### src/rtl/wb_spi_bridge.sv
// Wishbone classic slave that turns register accesses into single-cycle SPI interface strobes.
// Optional WAIT watchdog is built only when WB_SPI_TIMEOUT_EN is defined.
module wb_spi_bridge #(
  parameter int unsigned TIMEOUT = 255
) (
  input  logic        clk,
  input  logic        rst,
  input  logic        wb_cyc_i,
  input  logic        wb_stb_i,
  input  logic        wb_we_i,
  input  logic [1:0]  wb_adr_i,
  input  logic [31:0] wb_dat_i,
  output logic [31:0] wb_dat_o,
  output logic        wb_ack_o,
  output logic        wb_err_o,
  output logic [10:0] if_din,
  output logic        if_cmd,
  output logic        if_wr,
  output logic        if_rd,
  input  logic [8:0]  if_dout,
  input  logic        if_ack
);

  typedef enum logic [2:0] {StIdle, StIssue, StWait, StDone, StErr} state_e;

  state_e      state_q, state_d;
  logic [1:0]  adr_q, adr_d;
  logic        we_q, we_d;
  logic [10:0] if_din_q, if_din_d;
  logic        cmd_q, cmd_d, wr_q, wr_d, rd_q, rd_d;
  logic        ack_q, ack_d, err_q, err_d;
  logic [31:0] dat_q, dat_d;
  logic [10:0] cfg_q, cfg_d;
`ifdef WB_SPI_TIMEOUT_EN
  logic [7:0]  cnt_q, cnt_d;
`endif

  logic unused_sig;
  assign unused_sig = ^{wb_dat_i[31:11], TIMEOUT[0]};

  always_comb begin
    state_d  = state_q;
    adr_d    = adr_q;
    we_d     = we_q;
    if_din_d = if_din_q;
    cmd_d    = 1'b0;
    wr_d     = 1'b0;
    rd_d     = 1'b0;
    ack_d    = 1'b0;
    err_d    = 1'b0;
    dat_d    = dat_q;
    cfg_d    = cfg_q;
`ifdef WB_SPI_TIMEOUT_EN
    cnt_d    = cnt_q;
`endif
    unique case (state_q)
      StIdle: begin
        if (wb_cyc_i && wb_stb_i) begin
          adr_d    = wb_adr_i;
          we_d     = wb_we_i;
          if_din_d = wb_dat_i[10:0];
          unique case (wb_adr_i)
            2'd0: begin
              state_d = StIssue;
              wr_d    = wb_we_i;
              rd_d    = !wb_we_i;
            end
            2'd1: begin
              state_d = StIssue;
              cmd_d   = wb_we_i;
            end
            2'd2: begin
              if (!wb_we_i) begin
                state_d = StDone;
                ack_d   = 1'b1;
                dat_d   = {21'b0, cfg_q};
              end else begin
                state_d = StErr;
                err_d   = 1'b1;
              end
            end
            default: begin
              state_d = StErr;
              err_d   = 1'b1;
            end
          endcase
        end
      end
      StIssue: begin
        if (!wb_cyc_i) begin
          state_d = StIdle;
        end else if (adr_q == 2'd1 && !we_q) begin
          // CONFIG read is served from the shadow without touching the interface
          state_d = StDone;
          ack_d   = 1'b1;
          dat_d   = {21'b0, cfg_q};
        end else begin
          state_d = StWait;
`ifdef WB_SPI_TIMEOUT_EN
          cnt_d   = 8'd0;
`endif
        end
      end
      StWait: begin
        if (!wb_cyc_i) begin
          state_d = StIdle;
        end else if (if_ack) begin
          state_d = StDone;
          ack_d   = 1'b1;
          if (!we_q) dat_d = {23'b0, if_dout};
          if (adr_q == 2'd1 && we_q) cfg_d = if_din_q;
        end
`ifdef WB_SPI_TIMEOUT_EN
        else if (cnt_q == 8'(TIMEOUT - 1)) begin
          state_d = StErr;
          err_d   = 1'b1;
        end else begin
          cnt_d = cnt_q + 8'd1;
        end
`endif
      end
      StDone:  state_d = StIdle;
      StErr:   state_d = StIdle;
      default: state_d = StIdle;
    endcase
  end

  always_ff @(posedge clk or posedge rst) begin
    if (rst) begin
      state_q  <= StIdle;
      adr_q    <= 2'd0;
      we_q     <= 1'b0;
      if_din_q <= 11'd0;
      cmd_q    <= 1'b0;
      wr_q     <= 1'b0;
      rd_q     <= 1'b0;
      ack_q    <= 1'b0;
      err_q    <= 1'b0;
      dat_q    <= 32'd0;
      cfg_q    <= 11'd0;
`ifdef WB_SPI_TIMEOUT_EN
      cnt_q    <= 8'd0;
`endif
    end else begin
      state_q  <= state_d;
      adr_q    <= adr_d;
      we_q     <= we_d;
      if_din_q <= if_din_d;
      cmd_q    <= cmd_d;
      wr_q     <= wr_d;
      rd_q     <= rd_d;
      ack_q    <= ack_d;
      err_q    <= err_d;
      dat_q    <= dat_d;
      cfg_q    <= cfg_d;
`ifdef WB_SPI_TIMEOUT_EN
      cnt_q    <= cnt_d;
`endif
    end
  end

  assign wb_dat_o = dat_q;
  assign wb_ack_o = ack_q;
  assign wb_err_o = err_q;
  assign if_din   = if_din_q;
  assign if_cmd   = cmd_q;
  assign if_wr    = wr_q;
  assign if_rd    = rd_q;

endmodule

### config.mk
export PLATFORM = sky130hd
export DESIGN_NAME = wb_spi_bridge
export DESIGN_NICKNAME = d
export VERILOG_FILES = /design/src/rtl/wb_spi_bridge.sv
export SDC_FILE = /design/constraint.sdc
export NUM_CORES = 1
export LEC_CHECK = 0
export CAP_MARGIN = 20
export CORE_UTILIZATION = 25
export DETAILED_ROUTE_END_ITERATION = 7
export PLACE_DENSITY = 0.55
export REMOVE_ABC_BUFFERS = 1
export SLEW_MARGIN = 20
export SYNTH_ARGS = -nofsm -noshare
export SYNTH_HDL_FRONTEND = slang
export SYNTH_SLANG_ARGS = --single-unit
export TNS_END_PERCENT = 30
### constraint.sdc
create_clock -name clk -period 1.95 [get_ports clk]
set_input_delay 0.195 -clock clk [delete_from_list [all_inputs] [get_ports clk]]
set_output_delay 0.195 -clock clk [all_outputs]
set_load 0.02 [all_outputs]
# ---- Word level (Yosys, flattened, before mapping)
# Index checks and enable logic that the tools add are counted.
dict set report word_totals {
  reg_bits 65
  latchBits 0
  ramBits 0
  mem_bits_ro 0
  input_bits 49
  wordCells 76
  memories 0
}
dict set report classes {
  add_sub_neg 0
  n_mul 0
  n_div 0
  order_cmp 0
  n_eq_ne 14
  shift 0
  mux 38
  bitwise 0
  n_reduce_logical 13
}
# cell count
set ops {}
lappend ops {{$mux 32} 8}
lappend ops {{$pmux 32 s3} 1}
lappend ops {{$mux 1} 20}
lappend ops {{$ne 2x2->1 const B} 7}
lappend ops {{$mux 3} 4}
lappend ops {{$pmux 3 s3} 1}
lappend ops {{$reduce_and 9->1} 1}
lappend ops {{$pmux 3 s2} 1}
lappend ops {{$eq 2x1->1 const B} 2}
lappend ops {{$reduce_and 2->1} 2}
lappend ops {{$reduce_and 4->1} 1}
lappend ops {{$eq 3x1->1 const B} 1}
lappend ops {{$eq 3x2->1 const B} 1}
lappend ops {{$logic_and 1x1->1} 3}
lappend ops {{$logic_not 3->1} 1}
lappend ops {{$ne 3x3->1 const B} 1}
lappend ops {{$pmux 1 s3} 1}
lappend ops {{$reduce_bool 3->1} 1}
lappend ops {{$eq 2x2->1 const B} 1}
lappend ops {{$logic_not 1->1} 2}
lappend ops {{$logic_not 2->1} 1}
lappend ops {{$mux 2} 1}
lappend ops {{$ne 2x1->1 const B} 1}
lappend ops {{$pmux 1 s2} 1}
lappend ops {{$reduce_or 2->1} 1}

# ---- Longest topological paths before layout
dict set report logic_depth {
  word_depth 5
  depth_mapped 6
}

# ---- Worst setup path after synthesis
# No wires, ideal clock.
dict set report synth_timing {
  kind {register -> register}
  start {register state_q[1]}
  end {register dat_q[0], in the netlist wb_dat_o[0]}
  t_arrival_ps 1580
  path_slack_ps 245
  stages_incl_launch_ff 7
  n_path_buf 2
  period_less_slack_ps 1705
  cell_sequence {dfrtp_1 > buf_6 > nor2_4 > a31oi_2 > a2111oi_4 > buf_8 > mux2_4}
}
dict set report synth_between {
  elab_chain_len 3
  elab_cells_between_ends 14
  cone_classes {10 x eq/ne; 1 x mux; 3 x reduce/logical}
}
# item line_no
set synth_rtl {}
lappend synth_rtl {{start, declared} 26} ;# state_e state_q, state_d;
lappend synth_rtl {{start signal, assigned} 130} ;# state_q <= StIdle;
lappend synth_rtl {{start signal, assigned} 145} ;# state_q <= state_d;
lappend synth_rtl {{$eq 3x1->1, or another cell as far along} 56} ;# unique case (state_q)
lappend synth_rtl {{$ne 2x2->1 (no source line), or another cell as far along} -}
lappend synth_rtl {{$reduce_and 9->1 (no source line)} -}
lappend synth_rtl {{end signal, assigned} 154} ;# dat_q <= dat_d;
lappend synth_rtl {{end, declared} 32} ;# logic [31:0] dat_q, dat_d;
# Parallel ways exist; a longest one is shown, timed or not.
# A chain may end at the register's enable or synchronous reset.

# ---- Final worst setup path
dict set report layout_timing {
  start {register state_q[0]}
  end {register dat_q[6], in the netlist wb_dat_o[6]}
}
# Same word-level chain as after synthesis.

==> results.yml <==
cts:
  root_buffer: "clkbuf_8"
  ctsHoldBuffers: 0
  numCtsBuffers: 5
  clock-sinks: 44
  htree_levels: 2
  cts_tree: "done"
  clkTransAtPathRegs_ns: 0.08
  clk_latency_ns: 0.29
  cts_buffer_depth: 2
global_routing:
  grt_max_degree: 30
  track_usage_pct: 10.4
  grt_pass1_wl_um: 7020
  antenna_found_initial: 0
  grt_pass1_vias: 1349
  overflow: 0
logic_synthesis:
  synth-seq-area-share_pct: 50.7
  yosys_warnings: 0
  syn_area_per_cell_um2: 13.2
  synth-seq-cells: 44
  yosys.area.top_type_share_pct: 50.7
  synthCells: 165
  syn-cell-area_mm2: 0.00217
  yosysTopAreaCell: "dfrtp_1"
  synth_edf_count: 0
  synthFlopType: "dfrtp_1"
  synth_cell_types: 37
  ys_top_cells_by_area: "dfrtp_1 (51%), mux2_1 (18%), buf_4 (7.3%)"
  synth-async-reset-ratio_pct: 100
critical_path:
  r2r-start: "state_q[0]$_DFFE_PP0P_"
  worstPathMaxFanout: 5
  worstPathArrival_ns: 2.05
  critPathRequiredTime_ns: 2.12
  reg2reg_depth: 6
  regToRegEndpoint: "wb_dat_o[6]$_DFFE_PP0P_"
  start_kind: "register"
  ff2ff_setup_slack_ns: 0.07
  worst_setup_path_end_kind: "register"
  critPathKind: "register to register"
power_and_ir_drop:
  irDropWorstVdd_uv: 481
  leakagePower_nw: 1.40
  fin_total_pwr_mw: 4.06
  p_per_area_mw_per_mm2: 1330
finish:
  drive_gt1_share_pct: 21.2
  design_area_mm2: 0.00306
  antenna-diode-count: 0
  num-nets-final: 290
  fin_cells: 346
  final_util_pct: 36.9
  multiInputGateArea_um2: 933
  final.fill_count: 833
  regArea_mm2: 0.00110
  area_growth_pct: 41.0
detailed_routing:
  drtIter0Drc: 31
  drt_pass1_iterations: 4
  drt_wl_total_um: 4400
  via_count: 1425
  vias_per_cell: 4.12
  wl_per_cell_um: 12.7
  drt_drc_violations_left: 0
  antenna_left: 0
sta:
  fin_tns_setup_ns: 0
  fin_ws_ns: 0.0695
  fin_crit_ns: 1.88
  max_freq_ghz: 0.532
  drv_slew: 0
  finClkSkew_ns: 0.00738
  fin_crit_sh_pct: 96.4
  setup_viol: 0
  hold_violations: 0
  whs_ns: 0.213
job:
  max_cap_viol_count: 0
floorplanning:
  core-area_mm2: 0.00830
  rows: 33
  die_w_um: 95.2
  die_h_um: 95.2
  io_pins: 97
  dieArea_mm2: 0.00906
  start_util_pct: 26.2
min_path:
  hold_class: "input port to async pin"
placement:
  hpwl_um: 3320
  io_buffer_count: 54
  dpl-instance-area_mm2: 0.00288
  gp_congestion: 0.742
  dp_cells: 336
  pre_cts_slack_ns: -0.0886
outcome:
  status: "completed"
-- power breakdown --
group,leakage (nW),switching (mW),total (mW),internal (mW)
clock network,0.0642,0.292,0.796,0.504
registers,0.571,0.231,1.48,1.25
logic,0.760,0.801,1.79,0.988
-- synth_stat cells (2+ instances only) --
library cell	count
mux2i_1	2
mux2_1	35
buf_4	21
nor3_1	2
nand2_1	6
nor2_1	5
mux2_4	8
inv_1	4
nand3_1	3
dfrtp_1	44
buf_6	3
o21ai_0	2
a21oi_1	5
buf_2	2
-- cells in the final DEF (no fill, tap or decap), types with 3 or more instances in the layout --
| cell type | n |
|---|---|
| nand3_1 | 3 |
| buf_4 | 18 |
| nor2_1 | 5 |
| dfrtp_1 | 42 |
| clkbuf_8 | 5 |
| mux2_4 | 9 |
| nand2_1 | 6 |
| a21oi_1 | 5 |
| inv_1 | 3 |
| buf_6 | 3 |
| conb_1 | 21 |
| mux2_1 | 34 |
| clkdlybuf4s50_1 | 54 |
-- logic make-up (layout without fill, tap and decap cells) --
| family | after synthesis | count (layout) | share of synthesized area (%) |
|---|---|---|---|
| AND/OR/NAND/NOR | 28 | 28 | 7.95 |
| multiplexers | 45 | 45 | 24.6 |
| flip-flops | 44 | 44 | 50.7 |
| AO/OA/AOI/OAI | 14 | 14 | 5.30 |
| XOR/XNOR | 1 | 1 | 0.404 |
| other | 1 | 21 | 0.173 |
| buffers and inverters | 32 | 88 | 10.8 |
-- cell type report --
cell class                 count  share of cell area, %
sequential                    44                   36.0
multi-input combinational    109                   30.5
clock buffer                   5                   2.25
timing repair buffer          77                   24.5
tap                          105                   4.29
clock inverter                 2                   1.96
inverter                       4                  0.490
-- registers in the layout (all words and copies together) (netlist names) --
name,flops
adr_q,2
state_q,3
if_rd,1
wb_ack_o,1
wb_dat_o,11
if_wr,1
if_cmd,1
if_din,11
cfg_q,11
wb_err_o,1
we_q,1
-- repair_timing --
item / 4_1_cts / 5_1_grt
buffers inserted: 0 / 3
resized for setup: 0 / 8
endpoints found under the setup margin: 0 / 12
-- critical path, cell delays in order (launching register included) --
cell	delay, ns
dfrtp_2	0.45
buf_6	0.14
nor2_4	0.14
a31oi_4	0.11
a2111oi_4	0.43
buf_6	0.20
mux2_4	0.30
-- how the worst max path moves through the flow --
stage	from	endpoint	slack, ns
finish	state_q[0]$_DFFE_PP0P_	wb_dat_o[6]$_DFFE_PP0P_	0.07
global route	state_q[0]$_DFFE_PP0P_	wb_dat_o[6]$_DFFE_PP0P_	-0.004
detailed placement	wb_cyc_i	wb_dat_o[3]$_DFFE_PP0P_	-0.09
global placement	if_ack	wb_dat_o[8]$_DFFE_PP0P_	-0.1
floorplan	state_q[1]$_DFFE_PP0P_	wb_dat_o[3]$_DFFE_PP0P_	-0.22
CTS	state_q[0]$_DFFE_PP0P_	wb_dat_o[3]$_DFFE_PP0P_	0.02
-- per-layer routing --
metal  track usage, %  vias to the layer above  wire, µm  share of wire [%]
met5                0                        -         0                  0
met3             2.87                        2       244                5.5
met1             14.4                      693      2080                 47
met4             3.03                        0        22               0.50
li1                 -                      681         -                  -
met2             15.7                       49      2050                 47
No activity file was read; power rests on OpenSTA's default activity.
